### src/rtl/tone_sequencer_pkg.sv
// Shared types and pattern ROM for the tone sequencer.
// Step word layout is {last, rest, freq[1:0], dur[3:0]}; a step lasts dur+1 units.
package tone_sequencer_pkg;

  localparam int STEP_W = 3;
  localparam int PAT_W  = 2;

  typedef enum logic [1:0] {
    FREQ_600  = 2'd0,
    FREQ_800  = 2'd1,
    FREQ_1200 = 2'd2,
    FREQ_1600 = 2'd3
  } freq_e;

  typedef enum logic [1:0] {
    ST_IDLE = 2'd0,
    ST_PLAY = 2'd1,
    ST_GAP  = 2'd2
  } state_e;

  typedef struct packed {
    logic       last;
    logic       rest;
    logic [1:0] freq;
    logic [3:0] dur;
  } step_t;

  function automatic step_t mk_step(input logic last, input logic rest,
                                    input freq_e freq, input logic [3:0] dur);
    step_t s;
    s.last = last;
    s.rest = rest;
    s.freq = freq;
    s.dur  = dur;
    return s;
  endfunction

  // beep / ack / error / alarm; unused slots are terminal steps so a stray index still ends playback
  function automatic step_t rom_step(input logic [PAT_W-1:0] pat, input logic [STEP_W-1:0] idx);
    step_t s;
    s = mk_step(1'b1, 1'b1, FREQ_600, 4'd0);
    unique case (pat)
      2'd0: if (idx == 3'd0) s = mk_step(1'b1, 1'b0, FREQ_600, 4'd3);
      2'd1: begin
        if (idx == 3'd0) s = mk_step(1'b0, 1'b0, FREQ_1200, 4'd1);
        if (idx == 3'd1) s = mk_step(1'b1, 1'b0, FREQ_1600, 4'd1);
      end
      2'd2: begin
        if (idx == 3'd0) s = mk_step(1'b0, 1'b0, FREQ_800, 4'd2);
        if (idx == 3'd1) s = mk_step(1'b0, 1'b1, FREQ_600, 4'd0);
        if (idx == 3'd2) s = mk_step(1'b1, 1'b0, FREQ_600, 4'd2);
      end
      default: s = mk_step(idx == 3'd7, 1'b0, idx[0] ? FREQ_600 : FREQ_1600, 4'd1);
    endcase
    return s;
  endfunction

endpackage

### src/rtl/tone_sequencer_unit_tick.sv
// Clearable prescaler: one-cycle tick every UNIT_CYCLES clocks, phase restarted by clr_i.
module tone_sequencer_unit_tick #(
  parameter int UNIT_CYCLES = 5_000_000
) (
  input  logic clk,
  input  logic rst_n,
  input  logic clr_i,
  output logic tick_o
);

  localparam int DW = (UNIT_CYCLES > 1) ? $clog2(UNIT_CYCLES) : 1;
  localparam logic [DW-1:0] LOAD = DW'(UNIT_CYCLES - 1);

  logic [DW-1:0] cnt_q;

  always_ff @(posedge clk or negedge rst_n) begin
    if (!rst_n) begin
      cnt_q <= LOAD;
    end else if (clr_i || cnt_q == '0) begin
      cnt_q <= LOAD;
    end else begin
      cnt_q <= cnt_q - DW'(1);
    end
  end

  assign tick_o = (cnt_q == '0);

endmodule

### src/rtl/tone_sequencer.sv
// Plays one ROM tone pattern per start pulse, driving sine_controller freq/en.
// States: IDLE waiting for start | PLAY step sounding or resting | GAP silent spacer between steps
module tone_sequencer
  import tone_sequencer_pkg::*;
#(
  parameter int UNIT_CYCLES = 5_000_000,
  parameter int GAP_UNITS   = 1,
  parameter int MAX_STEPS   = 8
) (
  input  logic              clk,
  input  logic              rst_n,
  input  logic              start_i,
  input  logic              abort_i,
  input  logic [PAT_W-1:0]  pattern_i,
  output logic [1:0]        freq_o,
  output logic              en_o,
  output logic              busy_o,
  output logic              done_o,
  output logic [STEP_W-1:0] step_idx_o
);

  localparam logic [STEP_W-1:0] LAST_IDX = STEP_W'(MAX_STEPS - 1);
  localparam logic [4:0]        GAP_LOAD = (GAP_UNITS > 0) ? 5'(GAP_UNITS - 1) : 5'd0;

  state_e             state_q;
  logic [PAT_W-1:0]   pattern_q;
  logic [STEP_W-1:0]  step_idx_q;
  logic [4:0]         unit_q;
  logic               last_q;
  logic [1:0]         freq_q;
  logic               en_q, busy_q, done_q;

  logic               tick, step_end, at_end, clr;
  logic [STEP_W-1:0]  next_idx;
  step_t              first_step, next_step;

  assign next_idx   = step_idx_q + STEP_W'(1);
  assign first_step = rom_step(pattern_i, '0);
  assign next_step  = rom_step(pattern_q, next_idx);
  assign step_end   = (state_q != ST_IDLE) && tick && (unit_q == '0);
  assign at_end     = last_q || (step_idx_q == LAST_IDX);
  // divider held cleared while idle and restarted at every step/gap boundary
  assign clr        = (state_q == ST_IDLE) || step_end;

  tone_sequencer_unit_tick #(.UNIT_CYCLES(UNIT_CYCLES)) u_tick (
    .clk   (clk),
    .rst_n (rst_n),
    .clr_i (clr),
    .tick_o(tick)
  );

  always_ff @(posedge clk or negedge rst_n) begin
    if (!rst_n) begin
      state_q    <= ST_IDLE;
      pattern_q  <= '0;
      step_idx_q <= '0;
      unit_q     <= '0;
      last_q     <= 1'b0;
      freq_q     <= '0;
      en_q       <= 1'b0;
      busy_q     <= 1'b0;
      done_q     <= 1'b0;
    end else begin
      done_q <= 1'b0;
      unique case (state_q)
        ST_IDLE: begin
          if (start_i && !abort_i) begin
            pattern_q  <= pattern_i;
            step_idx_q <= '0;
            unit_q     <= {1'b0, first_step.dur};
            last_q     <= first_step.last;
            freq_q     <= first_step.freq;
            en_q       <= ~first_step.rest;
            busy_q     <= 1'b1;
            state_q    <= ST_PLAY;
          end
        end
        ST_PLAY: begin
          if (abort_i) begin
            state_q    <= ST_IDLE;
            en_q       <= 1'b0;
            busy_q     <= 1'b0;
            step_idx_q <= '0;
          end else if (step_end) begin
            if (at_end) begin
              state_q <= ST_IDLE;
              done_q  <= 1'b1;
              busy_q  <= 1'b0;
              en_q    <= 1'b0;
            end else if (GAP_UNITS > 0) begin
              state_q <= ST_GAP;
              en_q    <= 1'b0;
              unit_q  <= GAP_LOAD;
            end else begin
              step_idx_q <= next_idx;
              unit_q     <= {1'b0, next_step.dur};
              last_q     <= next_step.last;
              freq_q     <= next_step.freq;
              en_q       <= ~next_step.rest;
            end
          end else if (tick) begin
            unit_q <= unit_q - 5'd1;
          end
        end
        ST_GAP: begin
          if (abort_i) begin
            state_q    <= ST_IDLE;
            en_q       <= 1'b0;
            busy_q     <= 1'b0;
            step_idx_q <= '0;
          end else if (step_end) begin
            state_q    <= ST_PLAY;
            step_idx_q <= next_idx;
            unit_q     <= {1'b0, next_step.dur};
            last_q     <= next_step.last;
            freq_q     <= next_step.freq;
            en_q       <= ~next_step.rest;
          end else if (tick) begin
            unit_q <= unit_q - 5'd1;
          end
        end
        default: state_q <= ST_IDLE;
      endcase
    end
  end

  assign freq_o     = freq_q;
  assign en_o       = en_q;
  assign busy_o     = busy_q;
  assign done_o     = done_q;
  assign step_idx_o = step_idx_q;

endmodule

### config.mk
export PLATFORM = sky130hd
export DESIGN_NAME = tone_sequencer
export DESIGN_NICKNAME = d
export VERILOG_FILES = /design/src/rtl/tone_sequencer_pkg.sv /design/src/rtl/tone_sequencer_unit_tick.sv /design/src/rtl/tone_sequencer.sv
export SDC_FILE = /design/constraint.sdc
export NUM_CORES = 1
export LEC_CHECK = 0
export ABC_AREA = 1
export BUFFER_PORTS_ARGS = -buffer_cell sky130_fd_sc_hd__buf_4
export CAP_MARGIN = 40
export CELL_PAD_IN_SITES_DETAIL_PLACEMENT = 0
export CELL_PAD_IN_SITES_GLOBAL_PLACEMENT = 1
export CORE_MARGIN = 2
export CORE_UTILIZATION = 45
export CTS_CLUSTER_DIAMETER = 80
export CTS_CLUSTER_SIZE = 28
export DETAILED_ROUTE_END_ITERATION = 10
export GPL_ROUTABILITY_DRIVEN = 1
export PLACE_DENSITY = 0.81
export SLEW_MARGIN = 20
export SYNTH_ARGS = -nofsm -noshare
export SYNTH_HDL_FRONTEND = slang
export SYNTH_SLANG_ARGS = --single-unit
### constraint.sdc
create_clock -name clk -period 2.24 [get_ports clk]
set_input_delay 0.224 -clock clk [delete_from_list [all_inputs] [get_ports clk]]
set_output_delay 0.224 -clock clk [all_outputs]
set_load 0.02 [all_outputs]
==> results of run 1 <==
-- flip-flops by register name, summed over array words and instances (netlist names), 2 cells and up --
signal        flops
state_q           2
u_tick.cnt_q     23
step_idx_o        3
unit_q            5
freq_o            2
pattern_q         2
-- worst max-delay path: stages, from the launching register on --
cell and delay [ns]:
dfrtp_1 0.45, ha_1 0.23, ha_1 0.31, inv_1 0.14, nand2_1 0.10, nand3_1 0.10
o211ai_1 0.09, o31ai_1 0.25, inv_1 0.07, o21ai_1 0.11
-- synthesized netlist by cell type (all sizes together), types with 2 or more instances --
master  instances  area share
nor2           59        0.11
xnor2           7       0.023
dfstp          13        0.13
nor3            8       0.020
nand3          21       0.056
nor4            2      0.0048
dfrtp          28        0.27
inv            40       0.058
nand2          80        0.14
xor2            6       0.020
o21ai          25       0.049
nand4          11       0.026
a21oi          14       0.032
ha             11       0.052
-- cell type report --
type	count	share of cell area
sequential	41	0.354
clock buffer	7	0.0293
inverter	40	0.0518
clock inverter	1	0.0102
tap	72	0.0306
timing repair buffer	16	0.0416
multi-input combinational	249	0.483
-- cells by family after synthesis --
family	after synthesis	synth area share
flip-flops	41	0.397
AND/OR/NAND/NOR	183	0.356
buffers and inverters	41	0.0610
adder cells (fa/ha/maj)	11	0.0524
AO/OA/AOI/OAI	42	0.0905
XOR/XNOR	13	0.0434
-- stage by stage --
step	worst slack [ns]	instances	utilization	total power [mW]	instance area (um^2)
floorplan	0.455	331	-	1.93	2630
global placement	0.372	417	0.506	2.25	2820
detailed placement	0.341	417	0.506	2.24	2820
CTS	0.343	426	0.529	2.87	2950
global route	0.164	426	0.529	3.10	2950
finish	0.341	426	0.529	2.85	2950
-- power by group through the flow --
stage	Sequential, mW	Combinational, mW	Clock (mW)
2_1_floorplan	1.02	0.907	0
3_3_place_gp	0.994	1.26	0
3_5_place_dp	0.990	1.25	0
4_1_cts	0.980	1.26	0.638
5_1_grt	1.00	1.43	0.674
6_report	0.982	1.25	0.621
-- layer usage --
metal	vias up	wire length, um	global-route usage
li1	1119	-	-
met1	934	2940	0.288
met2	25	2160	0.263
met3	2	159	0.0382
met4	0	24	0.0407
met5	-	0	0
-- worst max-delay path by stage --
| stage | startpoint | to |
|---|---|---|
| global placement | step_idx_o[0] | unit_q[0] |
| global route | step_idx_o[0] | unit_q[0] |
| finish | step_idx_o[0] | en_o |
| floorplan | step_idx_o[0] | unit_q[0] |
| CTS | step_idx_o[0] | en_o |
| detailed placement | step_idx_o[0] | en_o |
==> impl_metrics.tcl, run 1 <==
set metrics [dict create \
    status "finished, final reports clean" \
    detail-route-antenna-nets 0 \
    clock-skew-final_ns 0.00676 \
    critical_path_class "flip-flop to flip-flop" \
    gp_congestion 0.816 \
    report.final.hold_viol_count 0 \
    cts_sinks 41 \
    overflow 0 \
    p_sw_frac 0.412 \
    intPower_mw 1.68 \
    num_vias 2080 \
    grt_usage 0.186 \
    nets 370 \
    worstRegToRegCells 9 \
    fin_crit_sh 0.848 \
    rsz0062_at_grt "no" \
    syn_avg_cell_area_um2 7.93 \
    root_buffer "clkbuf_8" \
    r2r_end "en_o" \
    fmax_ghz 0.526 \
    startpoint_type "flip-flop" \
    multi_input_area_um2 1420 \
    synth-seq-area-share 0.397 \
    fill_cells 530 \
    syn_area_um2 2630 \
    synth_flop_cell "dfrtp_1" \
    rows 27 \
    arrival_ns 2.12 \
    endpoint_kind "flip-flop" \
    timing.hold.ws_ns 0.222 \
    first_pass_iters 4 \
    r2r_setup_slack_ns 0.34 \
    power.net_switching_mw 1.18 \
    clk_pin_slew_worst_paths_ns 0.08 \
    power.share.clock 0.218 \
    power.share.sequential 0.344 \
    fp.dieH_um 80.4 \
    synth_cell_type_count 34 \
    drive_gt1_frac 0.201 \
    cp.required_ns 2.46 \
    ff_latch_area_um2 1040 \
    grt_pass1_vias 1998 \
    hold_class "input pin to flip-flop" \
    drv_slew 0 \
    post_drt_wl_per_cell_um 12.4 \
    grt_max_degree 42 \
    cap_violations 0 \
    worst_pin_slew_ns 0.518 \
    boundaryPins 14 \
    die-width_um 80.4 \
    critPathMaxFanout 6 \
    synthCells 331 \
    numCtsBuffers 5 \
    cts_tree "built" \
    period_needed_ns 1.90 \
    most-common-layout-cells "68 x nand2_1, 49 x nor2_1, 35 x inv_1" \
    routed_wl_um 5270 \
    combPwrFrac 0.438 \
    min_from "pattern_i[0]" \
    power_density_nw_per_um2 968 \
    grt_pass1_wl_um 9360 \
    core_area_um2 5570 \
    fin_tns_setup_ns 0 \
    via_per_inst 4.88 \
    n_antenna_cell 0 \
    async_flop_share 1.00 \
    setup_viol 0 \
    relSlewSlack 0.655 \
    clkLatencyLatePin_ns 0.29 \
    dp_hpwl_um 4050 \
    die_area_um2 6460 \
    numPortBuffers 13 \
    r2r_start "step_idx_o[0]" \
    syn2layout_area_growth_pct 12.2 \
    grt_antenna_before_repair 0 \
    synth-edff-count 0 \
    cts_setup_buffers 0 \
    drt_iter0_drc 166 \
    clockBufferDepth 2 \
    initial_utilization 0.471 \
    h-tree-depth 2 \
    ys_warn_count 0 \
    drc 0 \
    hold_depth 3 \
    ys_seq_elements 41 \
    cts_repair_resize_count 0 \
    power_leakage_nw 1.35 \
    holdPathEnd "pattern_q[0]" \
    synth_nets 348 \
    cts_hold_buf 1 \
    mostFrequentLayoutCell "nand2_1" \
    irDropWorstVdd_mv 0.527 \
]
No activity file was read; power rests on OpenSTA's default activity.
==> run 2, diff against run 1 <==
--- a/config.mk
+++ b/config.mk
@@ -5,7 +5,7 @@
 export SDC_FILE = /design/constraint.sdc
 export NUM_CORES = 1
 export LEC_CHECK = 0
-export ABC_AREA = 1
+export ABC_AREA = 0
 export BUFFER_PORTS_ARGS = -buffer_cell sky130_fd_sc_hd__buf_4
 export CAP_MARGIN = 40
 export CELL_PAD_IN_SITES_DETAIL_PLACEMENT = 0
@@ -16,7 +16,7 @@
 export CTS_CLUSTER_SIZE = 28
 export DETAILED_ROUTE_END_ITERATION = 10
 export GPL_ROUTABILITY_DRIVEN = 1
-export PLACE_DENSITY = 0.81
+export PLACE_DENSITY = 0.8
 export SLEW_MARGIN = 20
 export SYNTH_ARGS = -nofsm -noshare
 export SYNTH_HDL_FRONTEND = slang
==> constraint.sdc (replaced) <==
create_clock -name clk -period 1.85 [get_ports clk]
set_input_delay 0.185 -clock clk [delete_from_list [all_inputs] [get_ports clk]]
set_output_delay 0.185 -clock clk [all_outputs]
set_load 0.02 [all_outputs]
==> run 2 against run 1 <==
Effect of this change:
- the run now ends with setup timing left
- first-iteration DRC count down 1.2%
- synthesized area down 6.4%
- utilization up 20 points
- wire length up 32%
- die area down 6.1%
- worst hold slack worse by 0.078 ns
- flip-flop and latch count unchanged
- non-clock buffer count up 80
- worst setup slack worse by 0.79 ns
- clock-buffer cell count down 2
- combinational power up 91%
- largest power group unchanged
==> impl_metrics.tcl, run 2 <==
set metrics [dict create \
    clockBufferDepth 2 \
    overflow 0 \
    synth_top_area_share 0.285 \
    syn_avg_cell_area_um2 9.00 \
    hold_depth 2 \
    syn2layout_area_growth_pct 52.8 \
    fp.dieH_um 77.9 \
    clk_pin_slew_worst_paths_ns 0.08 \
    relSlewSlack 0.638 \
    routed_wl_um 6950 \
    clock-skew-final_ns 0.00524 \
    hold_class "input pin to flip-flop" \
    core_area_um2 5170 \
    syn_area_um2 2460 \
    cpPeakStageDelay_ns 0.44 \
    nets 385 \
    initial_utilization 0.475 \
    largest_register "u_tick.cnt_q" \
    rows 26 \
    final_cells 439 \
    critPathMaxFanout 4 \
    cp-startpoint "u_tick.cnt_q[1]" \
    first_pass_iters 4 \
    post_drt_wl_per_cell_um 15.8 \
    power_leakage_nw 1.59 \
    numCtsBuffers 5 \
    async_flop_share 1.00 \
    ff_latch_area_um2 1040 \
    num_vias 2405 \
    holdPathEnd "pattern_q[1]" \
    status "finished with violations" \
    yosys.cell_count.top_type "nor2_1" \
    dp_hpwl_um 4780 \
    worst_slack_ns -0.448 \
    r2r_end "busy_o" \
    grt_pass1_wl_um 11700 \
    ys_warn_count 0 \
    gp_congestion 1.02 \
    drt_iter0_drc 164 \
    fin_crit_sh 1.24 \
    violations "setup timing" \
    drv_slew 0 \
    cts_sinks 41 \
    root_buffer "clkbuf_8" \
    dp.cells 417 \
    h-tree-depth 2 \
    boundaryPins 14 \
    multi_input_area_um2 1670 \
    arrival_ns 2.53 \
    grt_max_degree 42 \
    synth_area_leader_cell "dfrtp_1" \
    worstRegToRegCells 7 \
    irDropWorstVdd_mv 0.555 \
    min_from "pattern_i[1]" \
    drc 0 \
    cp_slowest_cell "or4_4" \
    grt_pass1_vias 2438 \
    cp_top_family "simple AND/OR/NAND/NOR gates" \
    startpoint_type "flip-flop" \
    drive_gt1_frac 0.477 \
    most-common-layout-cells "79 x buf_4, 28 x dfrtp_1, 26 x nor2_1" \
    synth_commonest_cells "34 x nor2_1, 28 x dfrtp_1, 26 x nand2_1" \
    period_needed_ns 2.30 \
    post-route-util 0.726 \
    setup_viol 38 \
    synth-edff-count 0 \
    synth_cell_type_count 49 \
    n_antenna_cell 0 \
    synth_flop_cell "dfrtp_1" \
    worst_pin_slew_ns 0.542 \
    r2r_setup_slack_ns -0.45 \
    detail-route-antenna-nets 0 \
    synth_nets 290 \
    fill_cells 379 \
    cts_tree "built" \
    power_density_nw_per_um2 1150 \
    synth_area_leaders "dfrtp_1 29%, dfstp_2 14%, ha_1 5.6%, nor2_1 5.2%, xnor2_1 4.6%" \
    die_area_um2 6070 \
    report.final.hold_viol_count 0 \
    mostFrequentLayoutCell "buf_4" \
    critical_path_class "flip-flop to flip-flop" \
    grt_antenna_before_repair 0 \
    die-width_um 77.9 \
    endpoint_kind "flip-flop" \
    largest_reg_flops 23 \
    synthCells 273 \
    path_cells "inv_2 > ha_4 > or3b_4 > or3_4 > or4_4 > a211oi_2 > mux2i_1" \
    crit_buf_inv 1 \
    synth-seq-area-share 0.424 \
    grt_usage 0.242 \
    cp.required_ns 2.08 \
    fmax_ghz 0.435 \
    clkLatencyLatePin_ns 0.30 \
    r2r_start "u_tick.cnt_q[1]" \
    via_per_inst 5.48 \
    rsz0062_at_grt "yes" \
    cap_violations 0 \
    ys_seq_elements 41 \
    numPortBuffers 13 \
]
-- run 2: cell types whose count changed after synthesis, moves of 8 or more --
cell	before	now
nand2_1	68	26
inv_1	35	15
nor2_1	49	34
o21ai_1	11	0
a21oi_1	12	4
-- run 2: routing by layer --
layer  GRT usage  vias to the layer above  wire (um)
met2       0.393                       66       3420
met1       0.330                     1161       3060
met3      0.0442                       10        361
met5           0                        -          0
met4      0.0772                        0        105
li1            -                     1168          -
-- run 2: power by group --
group,switching [mW],internal [mW]
Sequential,0.132,1.06
Combinational,1.25,1.14
Clock,0.340,0.404
Total,1.72,2.61
-- run 2: final cells by class --
class                   instances  area share
well taps                      70      0.0233
clock buffers                   5      0.0183
clock inverters                 3      0.0123
flip-flops and latches         41       0.278
multi-input cells             209       0.445
inverters                      15      0.0150
repair buffers                 96       0.209
-- run 2: metrics by stage --
stage	instance area (um^2)	hold slack, ns	worst slack, ns	power [mW]	TNS (ns)
after floorplan	2550	-0.111	-0.466	2.34	-7.36
after global placement	3200	0.204	-0.542	3.17	-11.72
after detailed placement	3210	0.205	-0.588	3.21	-10.89
after CTS	3630	0.137	-0.418	4.19	-9.25
after global routing	3750	0.143	-0.488	4.57	-12.37
final	3750	0.144	-0.448	4.32	-9.73
-- run 2: worst max path at each step --
| stage | endpoint | slack (ns) | cells after the start |
|---|---|---|---|
| after detailed placement | step_idx_o[0] | -0.59 | 9 |
| final | busy_o | -0.45 | 7 |
| after global routing | busy_o | -0.49 | 7 |
| after CTS | busy_o | -0.42 | 7 |
| after global placement | step_idx_o[0] | -0.54 | 9 |
| after floorplan | busy_o | -0.47 | 8 |
-- run 2: kinds of logic (layout without fill, tap and decap cells) --
family / count (synthesis) / in the layout / synth area share
XOR/XNOR: 18 / 18 / 0.0642
buffers and inverters: 23 / 119 / 0.0382
adder cells (fa/ha/maj): 11 / 11 / 0.0560
AND/OR/NAND/NOR: 125 / 125 / 0.258
multiplexers: 4 / 4 / 0.0178
flip-flops: 41 / 41 / 0.424
AO/OA/AOI/OAI: 51 / 51 / 0.142
-- run 2: repair_timing --
action / in CTS / in global routing
endpoints found under the hold margin: 28 / 0
resized for setup: 49 / 26
setup endpoints to repair: 38 / 38
buffers inserted: 10 / 5
hold buffers: 1 / 0
pin swaps: 19 / 23
